File: src/rtl/evm_pkg.sv
// Shared EVM definitions: session state encoding, voter ID width and
// candidate one-hot codes used by the session controller and its registry.
package evm_pkg;

    typedef enum logic [1:0] {
        IDLE   = 2'd0,
        ARMED  = 2'd1,
        REJECT = 2'd2
    } session_state_e;

    localparam int ID_W = 5;

    localparam logic [2:0] CAND1 = 3'b001;
    localparam logic [2:0] CAND2 = 3'b010;
    localparam logic [2:0] CAND3 = 3'b100;

    // A selection counts only when exactly one candidate button fired.
    function automatic logic is_single_cand(input logic [2:0] buttons);
        logic ok;
        case (buttons)
            CAND1, CAND2, CAND3: ok = 1'b1;
            default:             ok = 1'b0;
        endcase
        return ok;
    endfunction

endpackage

File: src/rtl/voter_session_ctrl_if.sv
// Handshake/status bundle between the EVM front panel and the voter session
// controller; the top level drives it as master, the controller is the slave.
interface voter_session_if;

    logic                       mode;
    // "checker" is a reserved SystemVerilog keyword, hence the _pulse suffix.
    logic                       checker_pulse;
    logic [evm_pkg::ID_W-1:0]   serial;
    logic                       button1;
    logic                       button2;
    logic                       button3;
    logic [2:0]                 vote_valid;
    logic                       green_led;
    logic                       red_led;
    logic [5:0]                 voters_served;

    modport master (
        output mode, checker_pulse, serial, button1, button2, button3,
        input  vote_valid, green_led, red_led, voters_served
    );

    modport slave (
        input  mode, checker_pulse, serial, button1, button2, button3,
        output vote_valid, green_led, red_led, voters_served
    );

endinterface

File: src/rtl/voter_registry.sv
// Used-ID bitmap: combinational lookup, registered set, cleared only by reset.
module voter_registry
    import evm_pkg::*;
#(
    parameter int NUM_IDS = 32
) (
    input  logic            clock,
    input  logic            reset,
    input  logic [ID_W-1:0] lookup_id,
    output logic            used,
    input  logic            set_en,
    input  logic [ID_W-1:0] set_id
);

    logic [NUM_IDS-1:0] used_r;

    assign used = used_r[lookup_id];

    // Bitmap storage; a bit once set stays set until reset.
    always_ff @(posedge clock or posedge reset) begin
        if (reset) begin
            used_r <= '0;
        end else if (set_en) begin
            used_r[set_id] <= 1'b1;
        end else begin
            used_r <= used_r;
        end
    end

endmodule

File: src/rtl/voter_session_ctrl.sv
// Per-voter session controller: authenticates an ID against the registry,
// arms the ballot for one selection, then emits a single one-hot vote pulse.
module voter_session_ctrl
    import evm_pkg::*;
#(
    parameter int NUM_IDS     = 32,
    parameter int ARM_TIMEOUT = 1000,
    parameter int REJECT_HOLD = 100
) (
    input  logic            clock,
    input  logic            reset,
    voter_session_if.slave  bus
);

    localparam int CNT_MAX = (ARM_TIMEOUT > REJECT_HOLD) ? ARM_TIMEOUT : REJECT_HOLD;
    localparam int CNT_W   = (CNT_MAX > 1) ? $clog2(CNT_MAX) : 1;

    localparam logic [CNT_W-1:0] ARM_LOAD   = CNT_W'(ARM_TIMEOUT - 1);
    localparam logic [CNT_W-1:0] HOLD_LOAD  = CNT_W'(REJECT_HOLD - 1);
    localparam logic [CNT_W-1:0] CNT_ONE    = CNT_W'(1);
    localparam logic [5:0]       SERVED_MAX = 6'(NUM_IDS);
    localparam logic [5:0]       SERVED_ONE = 6'd1;

    session_state_e   state_r, state_next_s;
    logic [CNT_W-1:0] cnt_r, cnt_next_s;
    logic [ID_W-1:0]  id_r, id_next_s;

    logic [2:0] buttons_s;
    logic       sel_ok_s;
    logic       id_used_s;
    logic       vote_fire_s;

    logic [2:0] vote_next_s, vote_valid_r;
    logic       green_next_s, green_r;
    logic       red_next_s, red_r;
    logic [5:0] served_next_s, served_r;

    assign buttons_s = {bus.button3, bus.button2, bus.button1};
    assign sel_ok_s  = is_single_cand(buttons_s);

    voter_registry #(
        .NUM_IDS (NUM_IDS)
    ) u_registry (
        .clock     (clock),
        .reset     (reset),
        .lookup_id (bus.serial),
        .used      (id_used_s),
        .set_en    (vote_fire_s),
        .set_id    (id_r)
    );

    // State, shared countdown and latched voter ID.
    always_ff @(posedge clock or posedge reset) begin
        if (reset) begin
            state_r <= IDLE;
            cnt_r   <= '0;
            id_r    <= '0;
        end else begin
            state_r <= state_next_s;
            cnt_r   <= cnt_next_s;
            id_r    <= id_next_s;
        end
    end

    // Next-state logic; mode=1 overrides everything and closes the session.
    always_comb begin
        state_next_s = state_r;
        cnt_next_s   = cnt_r;
        id_next_s    = id_r;
        if (bus.mode) begin
            state_next_s = IDLE;
            cnt_next_s   = '0;
        end else begin
            case (state_r)
                IDLE: begin
                    if (bus.checker_pulse) begin
                        id_next_s = bus.serial;
                        if (id_used_s) begin
                            state_next_s = REJECT;
                            cnt_next_s   = HOLD_LOAD;
                        end else begin
                            state_next_s = ARMED;
                            cnt_next_s   = ARM_LOAD;
                        end
                    end else begin
                        state_next_s = IDLE;
                    end
                end
                // A valid selection beats a timeout expiring in the same cycle.
                ARMED: begin
                    if (sel_ok_s || (cnt_r == '0)) begin
                        state_next_s = IDLE;
                        cnt_next_s   = '0;
                    end else begin
                        cnt_next_s   = cnt_r - CNT_ONE;
                    end
                end
                REJECT: begin
                    if (cnt_r == '0) begin
                        state_next_s = IDLE;
                    end else begin
                        cnt_next_s   = cnt_r - CNT_ONE;
                    end
                end
                default: begin
                    state_next_s = IDLE;
                    cnt_next_s   = '0;
                end
            endcase
        end
    end

    // Output decode, computed one cycle ahead so every output is a flop.
    always_comb begin
        vote_fire_s  = (!bus.mode) && (state_r == ARMED) && sel_ok_s;
        green_next_s = (state_next_s == ARMED);
        red_next_s   = (state_next_s == REJECT);
        if (vote_fire_s) begin
            vote_next_s = buttons_s;
        end else begin
            vote_next_s = 3'b000;
        end
        if (vote_fire_s && (served_r != SERVED_MAX)) begin
            served_next_s = served_r + SERVED_ONE;
        end else begin
            served_next_s = served_r;
        end
    end

    // Registered outputs; cleared asynchronously so reset drops them at once.
    always_ff @(posedge clock or posedge reset) begin
        if (reset) begin
            vote_valid_r <= 3'b000;
            green_r      <= 1'b0;
            red_r        <= 1'b0;
            served_r     <= 6'd0;
        end else begin
            vote_valid_r <= vote_next_s;
            green_r      <= green_next_s;
            red_r        <= red_next_s;
            served_r     <= served_next_s;
        end
    end

    assign bus.vote_valid    = vote_valid_r;
    assign bus.green_led     = green_r;
    assign bus.red_led       = red_r;
    assign bus.voters_served = served_r;

endmodule
File: src/flat_wrapper.sv
// flat-port wrapper written by rule: the top's interface ports become plain ports
module voter_session_ctrl_flat import evm_pkg::*;
#(
    parameter int NUM_IDS     = 32,
    parameter int ARM_TIMEOUT = 1000,
    parameter int REJECT_HOLD = 100
)
  (clock, reset, bus_mode, bus_checker_pulse, bus_serial, bus_button1, bus_button2, bus_button3, bus_vote_valid, bus_green_led, bus_red_led, bus_voters_served);
  voter_session_if bus_i ();
  input  logic clock;
  input  logic reset;
  input wire logic [$bits(bus_i.mode)-1:0] bus_mode;
  input wire logic [$bits(bus_i.checker_pulse)-1:0] bus_checker_pulse;
  input wire logic [$bits(bus_i.serial)-1:0] bus_serial;
  input wire logic [$bits(bus_i.button1)-1:0] bus_button1;
  input wire logic [$bits(bus_i.button2)-1:0] bus_button2;
  input wire logic [$bits(bus_i.button3)-1:0] bus_button3;
  output wire logic [$bits(bus_i.vote_valid)-1:0] bus_vote_valid;
  output wire logic [$bits(bus_i.green_led)-1:0] bus_green_led;
  output wire logic [$bits(bus_i.red_led)-1:0] bus_red_led;
  output wire logic [$bits(bus_i.voters_served)-1:0] bus_voters_served;
  assign bus_i.mode = bus_mode;
  assign bus_i.checker_pulse = bus_checker_pulse;
  assign bus_i.serial = bus_serial;
  assign bus_i.button1 = bus_button1;
  assign bus_i.button2 = bus_button2;
  assign bus_i.button3 = bus_button3;
  assign bus_vote_valid = bus_i.vote_valid;
  assign bus_green_led = bus_i.green_led;
  assign bus_red_led = bus_i.red_led;
  assign bus_voters_served = bus_i.voters_served;
  voter_session_ctrl #(.NUM_IDS(NUM_IDS), .ARM_TIMEOUT(ARM_TIMEOUT), .REJECT_HOLD(REJECT_HOLD)) u_core (.clock(clock), .reset(reset), .bus(bus_i));
endmodule
File: config.mk
export PLATFORM = sky130hd
export DESIGN_NAME = voter_session_ctrl_flat
export DESIGN_NICKNAME = d
export VERILOG_FILES = /design/src/rtl/evm_pkg.sv /design/src/rtl/voter_session_ctrl_if.sv /design/src/rtl/voter_registry.sv /design/src/rtl/voter_session_ctrl.sv /design/src/flat_wrapper.sv
export SDC_FILE = /design/constraint.sdc
export NUM_CORES = 1
export LEC_CHECK = 0
export BUFFER_PORTS_ARGS = -buffer_cell sky130_fd_sc_hd__buf_4
export CAP_MARGIN = 20
export CORE_ASPECT_RATIO = 0.7
export CORE_MARGIN = 5
export CORE_UTILIZATION = 50
export DETAILED_ROUTE_END_ITERATION = 6
export PLACE_DENSITY_LB_ADDON = 0.05
export SYNTH_ARGS = -nofsm -noshare
export SYNTH_HDL_FRONTEND = slang
export SYNTH_HIERARCHICAL = 1
export SYNTH_SLANG_ARGS = --single-unit
File: constraint.sdc
create_clock -name clock -period 2.4 [get_ports clock]
set_input_delay 0.48 -clock clock [delete_from_list [all_inputs] [get_ports clock]]
set_output_delay 0.48 -clock clock [all_outputs]
set_load 0.02 [all_outputs]
==> metrics.md, run 1 <==
| Metric | Value |
|---|---|
| First-pass GRT wire length | ~11 mm |
| Final layout net count | 338 |
| Fmax | 0.424 GHz |
| Dpl cell area | 3290 µm² |
| Layout cells sized above 1 | between 20% and 30% |
| Number of synthesized flops with an enable pin | 0 |
| Maximum fanout along the worst path | 5 |
| Cts hold-fix bufs | 0 |
| GRT busiest layer | met1 |
| Final setup viols | 0 |
| Hpwl dp | 4.82 mm |
| Clk buf depth | 2 |
| Leakage power | 0.00182 µW |
| DRT iter0 DRCs | 202 |
| Die W | roughly 100 µm |
| Worst Clk Skew | 6.20 ps |
| Clock Sink Count | 60 |
| R2R setup slack | approximately 42 ps |
| Area share of the largest cell type after synthesis | 50.5% |
| Initial antenna violation count | 0 |
| Count leader, synth | dfrtp_1 |
| WS Path Type | flop to flop |
| Worst setup EP type | flop |
| Yosys warns | 6 |
| Clock Root Buffer | clkbuf_8 |
| Placer Congestion | between 0.8 and 0.9 |
| Period minus WS final | 2360 ps |
| Post-DRT Antenna Nets | 0 |
| Core Rows | 23 |
| CTS tree | built |
| DR WL/cell | 16.7 µm |
| Async SR Flop Fraction | 100% |
| Register area share after synthesis | around half |
| Worst Tran Pin Value | 688 ps |
| Total CTS buffers | 9 |
| Total GRT Usage | a little under a fifth |
| Total congestion overflow | 0 |
| Ys flop type | dfrtp_1 |
| Routing usage on met1 | ~29% |
| Mapped Cells | 278 |
| Diode count | 0 |
| Top cell types by occurrence after synthesis | dfrtp_1, nand2_1, o21bai_1 |
| Power per cell area | 877 nW/µm² |
| Worst flop-to-flop path startpoint | u_core/cnt_r[0] |
| RSZ-0062 raised after global routing | true |
| WL final | 6.73 mm |
| Synthesized cell area | between 2000 and 3000 µm² |
| Met3 Usage GRT | 5.90% |
| Worst-Skew Late Latency | about 330 ps |
| Post-synth top area cell | dfrtp_1 |
| Outcome | completed |
| Req. time, crit path | 2650 ps |
| Post-Syn Area per Cell | 10.7 µm² |
| Synthesis-to-finish area growth | 19.8% |
| Max VDD drop | 0.000453 V |
| CP arrival | 2610 ps |
| Hold Fails Final Rpt | 0 |
| Slew Limit Headroom | 53.9% |
| Reg clk slew, reported paths | 70 ps |
| Max_cap viols | 0 |
| Largest net degree at the start of global routing | 33 |
| Max-slew violations | 0 |
| Startpoint types | flop |
| Drc violations | 0 |
| I/O Buffers | 22 |
| Final instance area | approximately 3600 µm² |
| Core box area | 5760 µm² |
| Worst Reg2Reg Path Length in Cells | 8 |
| FF+latch count, synth | 60 |
| Ports | 23 |
| H-tree levels | 3 |
| DIE AREA | 7610 µm² |
| Synth cell types | 55 |
| # fillers | ~510 |
| Power Total | around 3100 µW |
| Drt first pass iters | 7 |
| Vias | between 2000 and 2500 |
| Class of the worst hold path | input port to asynchronous set/reset pin |
| Final cycle utilization of the critical path | ~98% |
| Met2 global-route usage | 25.0% |
| RR Endpoint | u_core/cnt_r[6] |
| Vias in the first global route | 2105 |
| Via-to-Cell Ratio | 5.69 |
| Synth top area cells | dfrtp_1, mux2i_1, o21bai_1 |
| Initial core utilization | 51.7% |
| Die height | 74.5 µm |
| Syn nets | 294 |
repair_timing:
item                                    4_1_cts  5_1_grt
cloned                                        0        1
gates resized for setup                       0        6
endpoints found under the setup margin        1        7
pin swaps                                     0        2
buffers inserted                              0        2
how the worst max path moves through the flow:
stage	startpoint	to	slack, ps	cells after the start
after floorplan	u_core/cnt_r[0]	u_core/cnt_r[7]	50	7
after global placement	u_core/cnt_r[1]	u_core/cnt_r[7]	60	8
after detailed placement	u_core/cnt_r[1]	u_core/cnt_r[6]	20	8
after CTS	u_core/cnt_r[1]	u_core/cnt_r[6]	-8	8
after global routing	u_core/cnt_r[0]	u_core/cnt_r[6]	-20	8
final	u_core/cnt_r[0]	u_core/cnt_r[6]	40	8
critical path: stages (launching register included):
cell and delay (ps):
dfrtp_1 390, inv_2 90, ha_4 120, or4b_4 450, or4_4 470, a2111oi_4 370, buf_6 170, a21oi_2 30
o211ai_1 180
cell type report:
| class | instances | area (µm²) | area share [%] |
|---|---|---|---|
| timing repair buffer | 39 | 294 | 8.25 |
| tap | 75 | 93.8 | 2.63 |
| multi-input combinational | 199 | 1390 | 39.1 |
| sequential | 60 | 1500 | 42.1 |
| inverter | 13 | 48.8 | 1.37 |
| clock inverter | 5 | 100 | 2.81 |
| clock buffer | 11 | 131 | 3.69 |
per-layer routing:
metal  part of all wire (%)  routed length (µm)
met5                      0                   0
met4                   0.24                  16
met3                    5.3                 357
met2                     43                2870
met1                     52                3480
power breakdown:
| group | internal [µW] | leakage, µW | switching [µW] |
|---|---|---|---|
| Combinational | 329 | 0.000896 | 381 |
| Clock | 687 | 0.000117 | 388 |
| Sequential | 1180 | 0.000809 | 163 |
placed cells by master, fill, tap and decap left out, types with 4 or more instances in the layout:
master    synthesis  routed
a21o_1           16      16
a21oi_1           8       7
a22oi_1           5       5
and2_1            4       4
buf_4             0      37
clkbuf_8          0       9
dfrtp_1          60      60
inv_1            13      11
mux2i_1          16      16
nand2_1          30      30
nand3_1           8       8
nand3b_1          5       5
nor2_1           11      11
nor3_1            5       5
nor3b_1           6       6
o21ai_0           4       4
o21bai_1         17      17
or3_1             4       4
xnor2_1           4       4
xor2_1            4       4
metrics by stage:
stage | util (%) | hold slack, ps | TNS [ps] | cells | worst slack (ps)
after floorplan | - | 427 | 0 | 278 | 54.0
after global placement | 57.2 | 438 | 0 | 383 | 63.3
after detailed placement | 57.2 | 444 | 0 | 383 | 20.0
after CTS | 61.2 | 223 | -8.23 | 399 | -8.23
after global routing | 61.9 | 250 | -43.3 | 402 | -19.2
final | 61.9 | 221 | 0 | 402 | 42.4
cell families after synthesis:
group	Yosys count	share of synthesized area, %
AOI/OAI and AO/OA	73	18.6
xor gates and xnor gates	8	2.36
adders and majority gates	4	1.68
buffers and inverters	19	3.20
DFF	60	50.5
muxes	17	5.77
and+or+nand+nor	97	17.9
registers in the layout, summed over array words and instances (netlist names):
name / cells
u_core/bus.green_led: 1
u_core/bus.red_led: 1
u_core/bus.vote_valid: 3
u_core/bus.voters_served: 6
u_core/cnt_r: 10
u_core/id_r: 5
u_core/state_r: 2
u_core/u_registry/used_r: 32
No activity file was read; power rests on OpenSTA's default activity.
==> inputs of run 2 (changes only) <==
--- a/config.mk
+++ b/config.mk
@@ -9,7 +9,7 @@
 export CAP_MARGIN = 20
 export CORE_ASPECT_RATIO = 0.7
 export CORE_MARGIN = 5
-export CORE_UTILIZATION = 50
+export CORE_UTILIZATION = 35
 export DETAILED_ROUTE_END_ITERATION = 6
 export PLACE_DENSITY_LB_ADDON = 0.05
 export SYNTH_ARGS = -nofsm -noshare
==> metrics.md, run 2 (synthesis results as in run 1) <==
| Metric | Value |
|---|---|
| Layout cells sized above 1 | 20.7% (-0.42 points) |
| Reg clk slew, reported paths | 50 ps (-20 ps) |
| Via-to-Cell Ratio | 5.10 (-10%) |
| CP max stage cell | or4_4 |
| Critical Path Stages | 8 (unchanged) |
| Clock Sink Count | 60 (unchanged) |
| Drc violations | 0 (unchanged) |
| Diode count | 0 (unchanged) |
| Worst Tran Pin Value | 641 ps (-46.9 ps) |
| Initial core utilization | 35.5% (-16 points) |
| Worst-Skew Late Latency | 330 ps (about the same) |
| Post-DRT Antenna Nets | 0 (unchanged) |
| I/O Buffers | 22 (unchanged) |
| First-pass GRT wire length | 11.7 mm (+7.7%) |
| Core Rows | 28 (+22%) |
| Hold Fails Final Rpt | 0 (unchanged) |
| Max VDD drop | 0.000372 V (-18%) |
| Ports | 23 (unchanged) |
| Final cycle utilization of the critical path | 98.9% (+0.64 points) |
| R2R setup slack | 30 ps (-20 ps) |
| DIE AREA | 10500 µm² (+37%) |
| Vias | 2190 (-4.3%) |
| Hpwl dp | 5.00 mm (+3.7%) |
| Startpoint types | flop |
| CP arrival | 2640 ps (+30 ps) |
| Core box area | 8370 µm² (+45%) |
| Die height | 87.1 µm (+17%) |
| Leakage power | 0.00185 µW (+1.5%) |
| RR Endpoint | u_core/cnt_r[7] |
| WL final | 7.05 mm (+4.8%) |
| Slew Limit Headroom | 57.0% (+3.1 points) |
| DR WL/cell | 16.4 µm (-1.8%) |
| Final instance area | 3660 µm² (+2.7%) |
| Commonest non-fill, non-tap cell in the layout | dfrtp_1 |
| Max-slew violations | 0 (unchanged) |
| Total GRT Usage | 14.7% (-4.1 points) |
| Most flops, register | u_core/u_registry/used_r |
| Worst path max stage delay | 460 ps (about the same) |
| Vias in the first global route | 2155 (+2.4%) |
| CP Cell Sequence | inv_2 -> ha_4 -> or4b_4 -> or4_4 -> a2111oi_4 -> buf_4 -> o21bai_1 -> a211o_1 |
| DRT iter0 DRCs | 208 (+3.0%) |
| Commonest non-fill, non-tap cells in the layout | dfrtp_1, buf_4, nand2_1 |
| Clock Root Buffer | clkbuf_16 |
| WS Path Type | flop to flop |
| Family with the most delay on the worst path | simple AND/OR/NAND/NOR gates |
| Class of the worst hold path | input port to asynchronous set/reset pin |
| Max_cap viols | 0 (unchanged) |
| Worst Reg2Reg Path Length in Cells | 8 (unchanged) |
| Outcome | completed |
| Dpl cell area | 3310 µm² (+0.68%) |
| Worst flop-to-flop path startpoint | u_core/cnt_r[1] |
| Clk buf depth | 2 (unchanged) |
| Req. time, crit path | 2670 ps (+20 ps) |
| Placer Congestion | 0.814 (-4.8%) |
| Total congestion overflow | 0 (unchanged) |
| Final layout net count | 335 (-0.89%) |
| Drt first pass iters | 4 (-3) |
| Critical path origin | u_core/cnt_r[1] |
| Period minus WS final | 2370 ps (+15.3 ps) |
| Synthesis-to-finish area growth | 23.1% |
| Crit path to | u_core/cnt_r[7] |
| Die W | 120 µm (+18%) |
| RSZ-0062 raised after global routing | true |
| Worst setup EP type | flop |
| Maximum fanout along the worst path | 5 (unchanged) |
| Total CTS buffers | 9 (unchanged) |
| Final setup viols | 0 (unchanged) |
| Largest register FFs | 32 (unchanged) |
| Largest net degree at the start of global routing | 33 (unchanged) |
| Initial antenna violation count | 0 (unchanged) |
| Worst Clk Skew | 4.00 ps (-2.20 ps) |
| Power per cell area | 930 nW/µm² (+6.0%) |
| CP bufs+invs | 2 (unchanged) |
| Post-Route Utilization | 43.7% (-18 points) |
| CTS tree | built |
| Fmax | 0.421 GHz (-0.64%) |
| H-tree levels | 3 (unchanged) |
==> run 2: cell types whose count changed in the layout (fill, tap and decap cells not counted), sizes merged <==
cell    change
clkinv      +1
bufinv      -1
buf         -3
==> run 2: worst min path at each step <==
stage / to / depth (start not counted) / slack [ps]
5_1_grt: u_core/bus.voters_served[4] / 3 / 270
6_report: u_core/bus.voters_served[4] / 3 / 240
3_3_place_gp: u_core/u_registry/used_r[8] / 1 / 440
2_1_floorplan: u_core/u_registry/used_r[0] / 1 / 430
4_1_cts: u_core/bus.voters_served[4] / 3 / 240
3_5_place_dp: u_core/u_registry/used_r[16] / 1 / 440
==> run 2: report_power, final <==
group | total, µW | switching, µW | internal (µW) | leakage [µW]
clock | 1380 | 445 | 930 | 0.000159
combinational | 692 | 372 | 320 | 0.000882
sequential | 1340 | 157 | 1180 | 0.000809
total | 3400 | 974 | 2430 | 0.00185
==> run 2: routing by layer <==
metal | up-vias | share of wire, % | GRT usage [%]
met2 | 44 | 36 | 18.2
li1 | 1092 | - | -
met4 | 0 | 1.8 | 5.82
met1 | 1043 | 57 | 22.7
met5 | - | 0 | 0
met3 | 11 | 5.0 | 5.00
==> run 2: tightest hold or removal path: stages <==
cell,delay (ps)
buf_4,110
inv_1,40
buf_4,340
==> run 2: area by class of cell <==
type,count,area (µm²)
Multi-Input combinational cell,199,1390
Fill cell,796,4710
Clock buffer,11,243
Sequential cell,60,1500
Clock inverter,5,75.1
Timing Repair Buffer,36,268
Inverter,13,48.8
Tap cell,105,131
==> run 2: stage by stage <==
stage          setup WS (ps)  hold WS (ps)  TNS [ps]  power [µW]  cells
4_1_cts                 11.9           242         0        3440    428
3_3_place_gp            58.1           437         0        2030    411
2_1_floorplan           54.0           427         0        1780    278
6_report                27.1           236         0        3400    429
3_5_place_dp            2.64           443         0        2030    411
5_1_grt                -65.7           275      -132        3590    429
==> run 2: what timing repair did <==
action                                  CTS  global route
endpoints found under the setup margin    2            10
cloned                                    1             0
endpoints found under the hold margin     0             0
resized for setup                         0             7
setup buffers                             0             1
pin swaps                                 1             1
hold buffers                              0             0
==> inputs of run 3 (changes only) <==
--- a/config.mk
+++ b/config.mk
@@ -12,6 +12,7 @@
 export CORE_UTILIZATION = 35
 export DETAILED_ROUTE_END_ITERATION = 6
 export PLACE_DENSITY_LB_ADDON = 0.05
+export REMOVE_ABC_BUFFERS = 1
 export SYNTH_ARGS = -nofsm -noshare
 export SYNTH_HDL_FRONTEND = slang
 export SYNTH_HIERARCHICAL = 1
==> metrics.md, run 3 (synthesis results as in run 1) <==
| Metric | Value |
|---|---|
| Outcome | completed |
| Total congestion overflow | 0 (unchanged) |
| RR Endpoint | u_core/cnt_r[6] |
| Diode count | 0 (unchanged) |
| Total CTS buffers | 9 (unchanged) |
| Total Neg Setup Slack | 0 ps (unchanged) |
| RSZ-0062 raised after global routing | true |
| Die height | 87.1 µm (unchanged) |
| Startpoint types | flop |
| Worst Reg2Reg Path Length in Cells | 8 (unchanged) |
| Core box area | 8370 µm² (unchanged) |
| Met3 Usage GRT | 5.13% (+0.13 points) |
| Worst-Skew Late Latency | 320 ps (about the same) |
| Hold Fails Final Rpt | 0 (unchanged) |
| Worst Tran Pin Value | 634 ps (-6.25 ps) |
| CP Cell Sequence | inv_2 -> ha_1 -> or4b_4 -> or4_4 -> a2111oi_4 -> buf_6 -> a21oi_1 -> o211ai_1 |
| Die W | 120 µm (unchanged) |
| Clk buf depth | 2 (unchanged) |
| Drc violations | 0 (unchanged) |
| Commonest non-fill, non-tap cell in the layout | dfrtp_1 |
| Power per cell area | 931 nW/µm² (about the same) |
| Commonest non-fill, non-tap cells in the layout | dfrtp_1, buf_4, nand2_1 |
| I/O Buffers | 22 (unchanged) |
| Final setup viols | 0 (unchanged) |
| Initial antenna violation count | 0 (unchanged) |
| Clock Root Buffer | clkbuf_16 |
| DIE AREA | 10500 µm² (unchanged) |
| CP arrival | 2560 ps (-80 ps) |
| Vias | 2260 (+3.2%) |
| Class of the worst hold path | input port to asynchronous set/reset pin |
| R2R setup slack | 80 ps (+60 ps) |
| Req. time, crit path | 2640 ps (-30 ps) |
| Met2 global-route usage | 20.0% (+1.8 points) |
| Core Rows | 28 (unchanged) |
| Most flops, register | u_core/u_registry/used_r |
| WL final | 7.19 mm (+2.0%) |
| Routing usage on met1 | 22.2% (-0.50 points) |
| Ports | 23 (unchanged) |
| Vias in the first global route | 2171 (+0.74%) |
| CTS tree | built |
| Drt first pass iters | 4 (unchanged) |
| Total GRT Usage | 14.9% (+0.23 points) |
| Synthesis-to-finish area growth | 22.7% |
| Post-DRT Antenna Nets | 0 (unchanged) |
| Worst Clk Skew | 6.51 ps (+2.50 ps) |
| DRT iter0 DRCs | 124 (-40%) |
| Placed insts | 410 (-0.24%) |
| Max-slew violations | 0 (unchanged) |
| Slew Limit Headroom | 57.5% (+0.42 points) |
| Fmax | 0.431 GHz (+2.4%) |
| Final cycle utilization of the critical path | 96.6% (-2.3 points) |
| WS Path Type | flop to flop |
| Max VDD drop | 0.000457 V (+23%) |
| Leakage power | 0.00185 µW (-0.14%) |
| Reg clk slew, reported paths | 50 ps (about the same) |
| First-pass GRT wire length | 11.9 mm (+1.2%) |
| Placer Congestion | 0.770 (-5.4%) |
| Maximum fanout along the worst path | 5 (unchanged) |
| Worst setup EP type | flop |
| Initial core utilization | 35.5% (unchanged) |
| Period minus WS final | 2320 ps (-55.2 ps) |
| Layout cells sized above 1 | 20.1% (-0.62 points) |
| Final layout net count | 335 (unchanged) |
| Fin cells | 429 (unchanged) |
| Via-to-Cell Ratio | 5.27 (+3.2%) |
| Max_cap viols | 0 (unchanged) |
| GRT busiest layer | met1 |
| Worst flop-to-flop path startpoint | u_core/cnt_r[0] |
| Worst path max stage delay | 460 ps (about the same) |
| Largest register FFs | 32 (unchanged) |
| CP max stage cell | or4_4 |
| DR WL/cell | 16.8 µm (+2.0%) |
| Clock Sink Count | 60 (unchanged) |
| Hpwl dp | 5.08 mm (+1.7%) |
| Largest net degree at the start of global routing | 33 (unchanged) |
| H-tree levels | 3 (unchanged) |
[run 3: power breakdown]
part           switching (µW)  leakage [µW]  internal, µW
combinational             373      0.000880           320
clock                     428      0.000159           930
sequential                164      0.000809          1180
[run 3: per-layer routing]
layer  wire length (µm)  part of all wire [%]  vias up
met5                  0                     0        -
met2               2900                    40       61
met1               3790                    53     1089
li1                   -                     -     1104
met4                 71                  0.99        0
met3                427                   5.9        6
[run 3: layout make-up]
cell class,count,area (µm²)
clock buffer,11,243
clock inverter,5,75.1
fill,816,4730
inverter,13,48.8
multi-input combinational,199,1380
sequential,60,1500
tap,105,131
timing repair buffer,36,272
[run 3: what timing repair did]
| item | CTS | global route |
|---|---|---|
| resized for setup | 0 | 3 |
| setup endpoints to repair | 0 | 6 |
| hold buffers | 0 | 0 |
| setup buffers | 0 | 2 |
[run 3: worst max-delay path: cells and delay by family, from the launching register on]
family / cells / cell delay, ps
flops: 1 / 380
buf+inv: 2 / 230
fa+ha+maj: 1 / 130
compound gates: 3 / 580
simple gates: 2 / 910
[run 3: worst max path at each step]
| stage | startpoint | end | slack, ps |
|---|---|---|---|
| 2_1_floorplan | u_core/cnt_r[0] | u_core/cnt_r[7] | 50 |
| 4_1_cts | u_core/cnt_r[1] | u_core/cnt_r[6] | 10 |
| 3_5_place_dp | u_core/cnt_r[1] | u_core/cnt_r[6] | -2 |
| 6_report | u_core/cnt_r[0] | u_core/cnt_r[6] | 80 |
| 3_3_place_gp | u_core/cnt_r[1] | u_core/cnt_r[7] | 50 |
| 5_1_grt | u_core/cnt_r[0] | u_core/cnt_r[6] | -40 |
[run 3: through the flow]
| stage | util, % | total power (µW) | hold WS, ps | setup WS (ps) | instance area (µm²) |
|---|---|---|---|---|---|
| after floorplan | - | 1770 | 427 | 54.0 | 2930 |
| after global placement | 39.5 | 2020 | 438 | 52.1 | 3310 |
| after detailed placement | 39.5 | 2030 | 443 | -2.19 | 3310 |
| after CTS | 43.3 | 3430 | 246 | 9.84 | 3620 |
| after global routing | 43.6 | 3600 | 270 | -40.6 | 3650 |
| final | 43.6 | 3390 | 245 | 82.3 | 3650 |
